## config.mk

```make
export PLATFORM = sky130hd
export DESIGN_NAME = regfile_mp
export DESIGN_NICKNAME = d
export VERILOG_FILES = /design/src/rtl/regfile_pkg.sv /design/src/rtl/regfile_clr_fsm.sv /design/src/rtl/regfile_mp.sv
export SDC_FILE = /design/constraint.sdc
export NUM_CORES = 2
export LEC_CHECK = 0
export CAP_MARGIN = 20
export CORE_MARGIN = 8
export CORE_UTILIZATION = 44
export DETAILED_ROUTE_END_ITERATION = 12
export GPL_TIMING_DRIVEN = 0
export PLACE_DENSITY = 0.67
export SLEW_MARGIN = 20
export SYNTH_ARGS = -nofsm -noshare
export SYNTH_HDL_FRONTEND = slang
export SYNTH_HIERARCHICAL = 1
export SYNTH_SLANG_ARGS = --single-unit
```

## constraint.sdc

```tcl
create_clock -name elk -period 59.3 [get_ports elk]
set_input_delay 5.93 -clock elk [delete_from_list [all_inputs] [get_ports elk]]
set_output_delay 5.93 -clock elk [all_outputs]
set_load 0.01 [all_outputs]
```

## src/rtl/regfile_pkg.sv

```systemverilog
//------------------------------------------------------------------------------
// Module   : regfile_pkg
// Brief    : Shared types, defaults and address-width helper for regfile_mp.
// Revision : 1.0 - initial release
//------------------------------------------------------------------------------
`default_nettype none

package regfile_pkg;

    typedef enum logic [0:0] {
        CLR_IDLE  = 1'b0,
        CLR_SWEEP = 1'b1
    } clr_state_e;

    localparam int REGFILE_DW    = 32;
    localparam int REGFILE_DEPTH = 32;

    function automatic int regfile_aw(input int depth);
        return $clog2(depth);
    endfunction

endpackage

`default_nettype wire

```

## src/rtl/regfile_clr_fsm.sv

```systemverilog
//------------------------------------------------------------------------------
// Module   : regfile_clr_fsm
// Brief    : Clear sequencer; walks the sweep index 1..DEPTH-1 while busy.
// Revision : 1.0 - initial release
//------------------------------------------------------------------------------
`default_nettype none

module regfile_clr_fsm
    import regfile_pkg::*;
#(
    parameter int DEPTH = REGFILE_DEPTH
) (
    input  logic                         elk,
    input  logic                         nrst,
    input  logic                         clr_req,
    output logic                         busy,
    output logic [regfile_aw(DEPTH)-1:0] sweep_idx
);

    localparam int            AW        = regfile_aw(DEPTH);
    localparam logic [AW-1:0] IDX_FIRST = AW'(1);
    localparam logic [AW-1:0] IDX_LAST  = AW'(DEPTH - 1);

    clr_state_e    state_q, state_d;
    logic          busy_q, busy_d;
    logic [AW-1:0] idx_q, idx_d;

    always_comb begin
        state_d = state_q;
        busy_d  = busy_q;
        idx_d   = idx_q;
        case (state_q)
            CLR_IDLE: begin
                if (clr_req) begin
                    state_d = CLR_SWEEP;
                    busy_d  = 1'b1;
                    idx_d   = IDX_FIRST;
                end
            end
            CLR_SWEEP: begin
                // Requests arriving mid-sweep are deliberately ignored.
                if (idx_q == IDX_LAST) begin
                    state_d = CLR_IDLE;
                    busy_d  = 1'b0;
                    idx_d   = IDX_FIRST;
                end else begin
                    idx_d = idx_q + 1'b1;
                end
            end
            default: begin
                state_d = CLR_IDLE;
                busy_d  = 1'b0;
                idx_d   = IDX_FIRST;
            end
        endcase
    end

    always_ff @(posedge elk or posedge nrst) begin
        if (nrst) begin
            state_q <= CLR_IDLE;
            busy_q  <= 1'b0;
            idx_q   <= IDX_FIRST;
        end else begin
            state_q <= state_d;
            busy_q  <= busy_d;
            idx_q   <= idx_d;
        end
    end

    assign busy      = busy_q;
    assign sweep_idx = idx_q;

endmodule

`default_nettype wire

```

## src/rtl/regfile_mp.sv

```systemverilog
//------------------------------------------------------------------------------
// Module   : regfile_mp
// Brief    : Multi-read-port register file, registered reads, R0 hardwired to
//            zero, SP preset and sequenced clear. Optional write-first
//            forwarding when REGFILE_BYPASS_EN is defined.
// Revision : 1.0 - initial release
//------------------------------------------------------------------------------
`default_nettype none

module regfile_mp
    import regfile_pkg::*;
#(
    parameter int          DW      = REGFILE_DW,
    parameter int          DEPTH   = REGFILE_DEPTH,
    parameter int          NRD     = 2,
    parameter int          SP_IDX  = 29,
    parameter int unsigned SP_INIT = 252
) (
    input  logic                             elk,
    input  logic                             nrst,
    input  logic                             wr_en,
    input  logic [regfile_aw(DEPTH)-1:0]     wr_addr,
    input  logic [DW-1:0]                    wr_data,
    input  logic [NRD-1:0]                   rd_en,
    input  logic [NRD*regfile_aw(DEPTH)-1:0] rd_addr,
    output logic [NRD*DW-1:0]                rd_data,
    output logic [NRD-1:0]                   rd_valid,
    input  logic                             clr_req,
    output logic                             busy,
    output logic                             wr_err
);

    localparam int            AW      = regfile_aw(DEPTH);
    localparam logic [AW-1:0] SP_ADDR = AW'(SP_IDX);
    localparam logic [DW-1:0] SP_VAL  = DW'(SP_INIT);

    logic [DW-1:0] mem_q [DEPTH];
    logic [DW-1:0] mem_d [DEPTH];
    logic          wr_err_q, wr_err_d;
    logic          w_busy;
    logic [AW-1:0] w_sweep_idx;
    logic          w_wr_acc;

    regfile_clr_fsm #(
        .DEPTH (DEPTH)
    ) u_clr_fsm (
        .elk       (elk),
        .nrst      (nrst),
        .clr_req   (clr_req),
        .busy      (w_busy),
        .sweep_idx (w_sweep_idx)
    );

    assign w_wr_acc = wr_en && !w_busy && (wr_addr != '0);

    always_comb begin
        mem_d    = mem_q;
        wr_err_d = wr_en && (w_busy || (wr_addr == '0));
        if (w_busy) begin
            mem_d[w_sweep_idx] = (w_sweep_idx == SP_ADDR) ? SP_VAL : '0;
        end else if (w_wr_acc) begin
            mem_d[wr_addr] = wr_data;
        end
    end

    always_ff @(posedge elk or posedge nrst) begin
        if (nrst) begin
            for (int j = 0; j < DEPTH; j++) begin
                mem_q[j] <= (j == SP_IDX) ? SP_VAL : '0;
            end
            wr_err_q <= 1'b0;
        end else begin
            mem_q    <= mem_d;
            wr_err_q <= wr_err_d;
        end
    end

    generate
        for (genvar i = 0; i < NRD; i++) begin : g_rd
            logic [AW-1:0] w_addr;
            logic          w_fwd;
            logic [DW-1:0] data_q, data_d;
            logic          valid_q, valid_d;

            assign w_addr = rd_addr[i*AW +: AW];

`ifdef REGFILE_BYPASS_EN
            assign w_fwd = w_wr_acc && (wr_addr == w_addr);
`else
            assign w_fwd = 1'b0;
`endif

            always_comb begin
                data_d  = data_q;
                valid_d = 1'b0;
                if (rd_en[i] && !w_busy) begin
                    valid_d = 1'b1;
                    if (w_addr == '0) begin
                        data_d = '0;
                    end else if (w_fwd) begin
                        data_d = wr_data;
                    end else begin
                        data_d = mem_q[w_addr];
                    end
                end
            end

            always_ff @(posedge elk or posedge nrst) begin
                if (nrst) begin
                    data_q  <= '0;
                    valid_q <= 1'b0;
                end else begin
                    data_q  <= data_d;
                    valid_q <= valid_d;
                end
            end

            assign rd_data[i*DW +: DW] = data_q;
            assign rd_valid[i]         = valid_q;
        end
    endgenerate

    assign busy   = w_busy;
    assign wr_err = wr_err_q;

endmodule

`default_nettype wire

```

==> key figures <==
Pwr
  • Int Pwr: 1.53 mW
  • Power Density: 32.3 nW/um^2
  • Clk pwr share: 0.368
  • Sequential share of power: 0.406
  • Tot Pwr: 2.26 mW
  • Share of total power in combinational logic: 0.226
  • Sw Share: 0.321
  • P_sw: 0.723 mW
  • Worst VDD drop: 0.0000236 V
  • Leak Pwr: 31.0 nW

Placed design
  • Buffers on Ports: 113
  • Pre-CTS setup slack: 49.48 ns
  • Total placed cells including tap cells: 6775
  • Post-DP HPWL: 171000 um
  • Area post-placement: 65500 um^2
  • Routability cong.: 0.981

Yosys
  • Syn Inst Count: 4775
  • Top cells by area, synth: dfrtp_1 (44%), mux4_2 (18%), mux2_1 (11%)
  • Post-synth EDFFs: 0
  • Async SR Flop Fraction: 1.00
  • Synth unique cells: 61
  • Area leader, netlist: dfrtp_1
  • Syn nets: 4831
  • Post-synthesis sequential area ratio: 0.445
  • Synth top area share: 0.442
  • Mean Syn Cell Area: 12.9 um^2
  • Cell Area, Synth: 61700 um^2
  • Synth Warn #: 6
  • #FFs+latches synth: 1098
  • Most common flop cell mapped by yosys: dfrtp_1

Setup path
  • CP Cell Sequence: clkdlybuf4s50_1 > buf_2 > buf_2 > clkbuf_1 > mux4_2 > mux2_2 > o221ai_1 > o211ai_1
  • Crit-path leading delay family: buffers and inverters
  • CP Class: in2reg
  • Worst r2r path cells: 6
  • Crit-path slowest cell: clkbuf_1
  • Type of origin of the critical path: input port
  • CP Buf/Inv Count: 4
  • R2R setup slack: 55.24 ns
  • RR Endpoint: mem_q[995]$_DFFE_PP0P_
  • RR Startpoint: u_clr_fsm/busy$_DFFE_PP0P_
  • Cell repeated most along the worst path: buf_2
  • Critical-path maximum fanout: 10
  • CP arrival: 9.85 ns
  • CP peak stage delay: 0.80 ns
  • Worst EP required: 59.90 ns
  • Worst Setup End Kind: register

Clock network
  • Hold Buf Count CTS: 0
  • Clock transition at path regs: 0.07 ns
  • Clock latency on the worst-skew pair: 0.78 ns
  • CTS max path bufs: 3
  • CTS Buf Count: 115
  • Root buf cell: clkbuf_16
  • Clk sinks: 1098
  • CTS tree: yes
  • Post-CTS Repair Setup Buffers: 0
  • H-tree levels: 3
  • Post-CTS sizing: 0

STA
  • Hold WS: 0.481 ns
  • Final hold violations: 0
  • Final Critical Period: 9.25 ns
  • # setup viols final: 0
  • Final TNS setup: 0 ns
  • RSZ-0062 raised after global routing: false
  • Slew @ Worst Pin: 1.31 ns
  • Final period utilization: 0.156
  • Worst Skew: 0.0466 ns
  • Max_slew headroom: 0.127
  • Final Worst Setup Slack: 50.05 ns
  • Fmax: 0.108 GHz
  • Max-slew violations: 0

Min path
  • Worst min path class: reg2reg
  • Hold Path Cell Cnt: 2
  • Min-delay src: mem_q[71]$_DFFE_PP1P_
  • Hold-critical path endpoint: mem_q[71]$_DFFE_PP1P_

Detailed routing
  • DR WL/cell: 31.9 um
  • DR vias/cell: 6.42
  • DR vias: 44900
  • Final ANT Viol Nets: 0
  • WL final: 223000 um
  • DRC: 0
  • Total iterations of the first detailed-routing run: 5
  • Iter 0 DRT Violations: 5555

GRT
  • Gr usage total: 0.288
  • Vias in the first global route: 45400
  • Overflow after GRT: 0
  • First-pass GRT wire length: 323000 um
  • Largest net degree at the start of global routing: 107
  • Initial antenna violation count: 13

Job
  • MaxCap Viol Count: 0

Die
  • Starting Density: 0.443
  • Placement row count: 137
  • Die area: 152000 um^2
  • Number of I/O pins: 121
  • Overall die height: 391 um
  • Core ar.: 139000 um^2
  • Width of the die: 391 um

Final layout
  • Post-Layout Cell Count: 6997
  • P&R area growth vs syn: 13.1%
  • Fin area: 69800 um^2
  • Final core utilization: 0.501
  • Share of layout cells above drive strength 1: 0.239
  • Nets: 5073

Outcome
  • Status: complete, no violations
worst register-to-register path: cells and delay by family (launching register included):
kind / cells / cell delay [ns]
AND/OR/NAND/NOR: 2 / 0.91
flip-flops: 1 / 0.92
buffers and inverters: 4 / 2.11
power groups by stage:
stage               Sequential [mW]  Clock [mW]  Combinational, mW
finish                        0.915       0.830              0.510
global route                  0.920       0.860              0.534
CTS                           0.910       0.833              0.501
detailed placement            0.922           0              0.499
global placement              0.921           0              0.489
floorplan                     0.894           0              0.298
sequential cells by signal (all words and copies together) (netlist names):
signal               cells
u_clr_fsm/busy           1
mem_q                 1024
g_rd.data_q             64
u_clr_fsm/state_q        1
g_rd.valid_q             2
u_clr_fsm/sweep_idx      5
wr_err                   1
cells in the final DEF, fill, tap and decap left out, types with 6 or more instances in the layout:
cell type,synthesis,layout
nor2b_1,7,7
clkdlybuf4s50_1,0,113
clkbuf_16,0,118
clkbuf_1,294,305
and2_1,35,35
clkbuf_2,2,6
o21ai_0,88,88
buf_8,8,8
o211ai_1,87,87
mux2_2,267,267
mux2_1,599,599
buf_4,27,27
a22o_1,161,161
diode_2,0,7
clkinvlp_4,0,9
bufinv_16,0,24
inv_1,102,101
buf_1,30,29
nor2_1,821,821
buf_16,0,11
o32a_4,20,20
buf_6,61,62
nand2b_1,38,38
o22ai_1,7,7
o2bb2ai_1,61,61
nand3_1,6,6
nand2_1,93,93
dfrtp_1,1091,1091
mux4_2,506,506
clkinv_2,0,19
clkbuf_8,0,23
dfstp_2,7,7
mux2i_1,138,138
nand3b_1,7,7
o221ai_1,63,63
buf_2,86,87
worst max path at each step:
stage               start                        endpoint  slack [ns]  depth (start not counted)
2_1_floorplan        nrst   g_rd[0].data_q[0]$_DFFE_PP0P_       22.66                          1
3_3_place_gp         nrst          mem_q[102]$_DFFE_PP0P_        9.27                          2
3_5_place_dp   rd_addr[7]  g_rd[1].data_q[13]$_DFFE_PP0P_       49.48                          8
4_1_cts        rd_addr[7]  g_rd[1].data_q[13]$_DFFE_PP0P_       50.27                          8
5_1_grt        rd_addr[7]  g_rd[1].data_q[16]$_DFFE_PP0P_       50.03                          8
6_report       rd_addr[7]  g_rd[1].data_q[13]$_DFFE_PP0P_       50.05                          8
area by class of cell:
type | count | area, um^2
clock buffer | 156 | 3330
timing repair buffer | 125 | 1450
inverter | 104 | 398
antenna | 7 | 17.5
buffer | 508 | 2670
fill | 11900 | 69500
multi-input combinational | 3065 | 31200
sequential | 1098 | 27500
tap | 1876 | 2350
clock inverter | 58 | 958
metal layers:
metal  share of wire  vias up  global-route usage
met1            0.39    23500               0.378
met2            0.44     2689               0.426
met3            0.13      587               0.111
met4           0.047        8               0.124
li1                -    18100                   -
met5         0.00020        -            0.000940
cell usage after synthesis (5+ instances only):
library cell  count
dfrtp_1        1091
nor2_1          821
mux2_1          599
mux4_2          506
clkbuf_1        294
mux2_2          267
a22o_1          161
mux2i_1         138
inv_1           102
nand2_1          93
o21ai_0          88
o211ai_1         87
buf_2            86
o221ai_1         63
buf_6            61
o2bb2ai_1        61
nand2b_1         38
and2_1           35
buf_1            30
buf_4            27
o32a_4           20
buf_8             8
dfstp_2           7
nand3b_1          7
nor2b_1           7
o22ai_1           7
nand3_1           6
and3b_1           5
nor3_1            5
logic make-up after synthesis:
group / after synthesis / share of synthesized area
compound gates: 516 / 0.0707
flops: 1098 / 0.445
mux: 1510 / 0.365
buf+inv: 612 / 0.0495
fa+ha+maj: 3 / 0.000608
xor+xnor: 1 / 0.000142
simple gates: 1035 / 0.0685
Power figures use the tool's default switching activity.
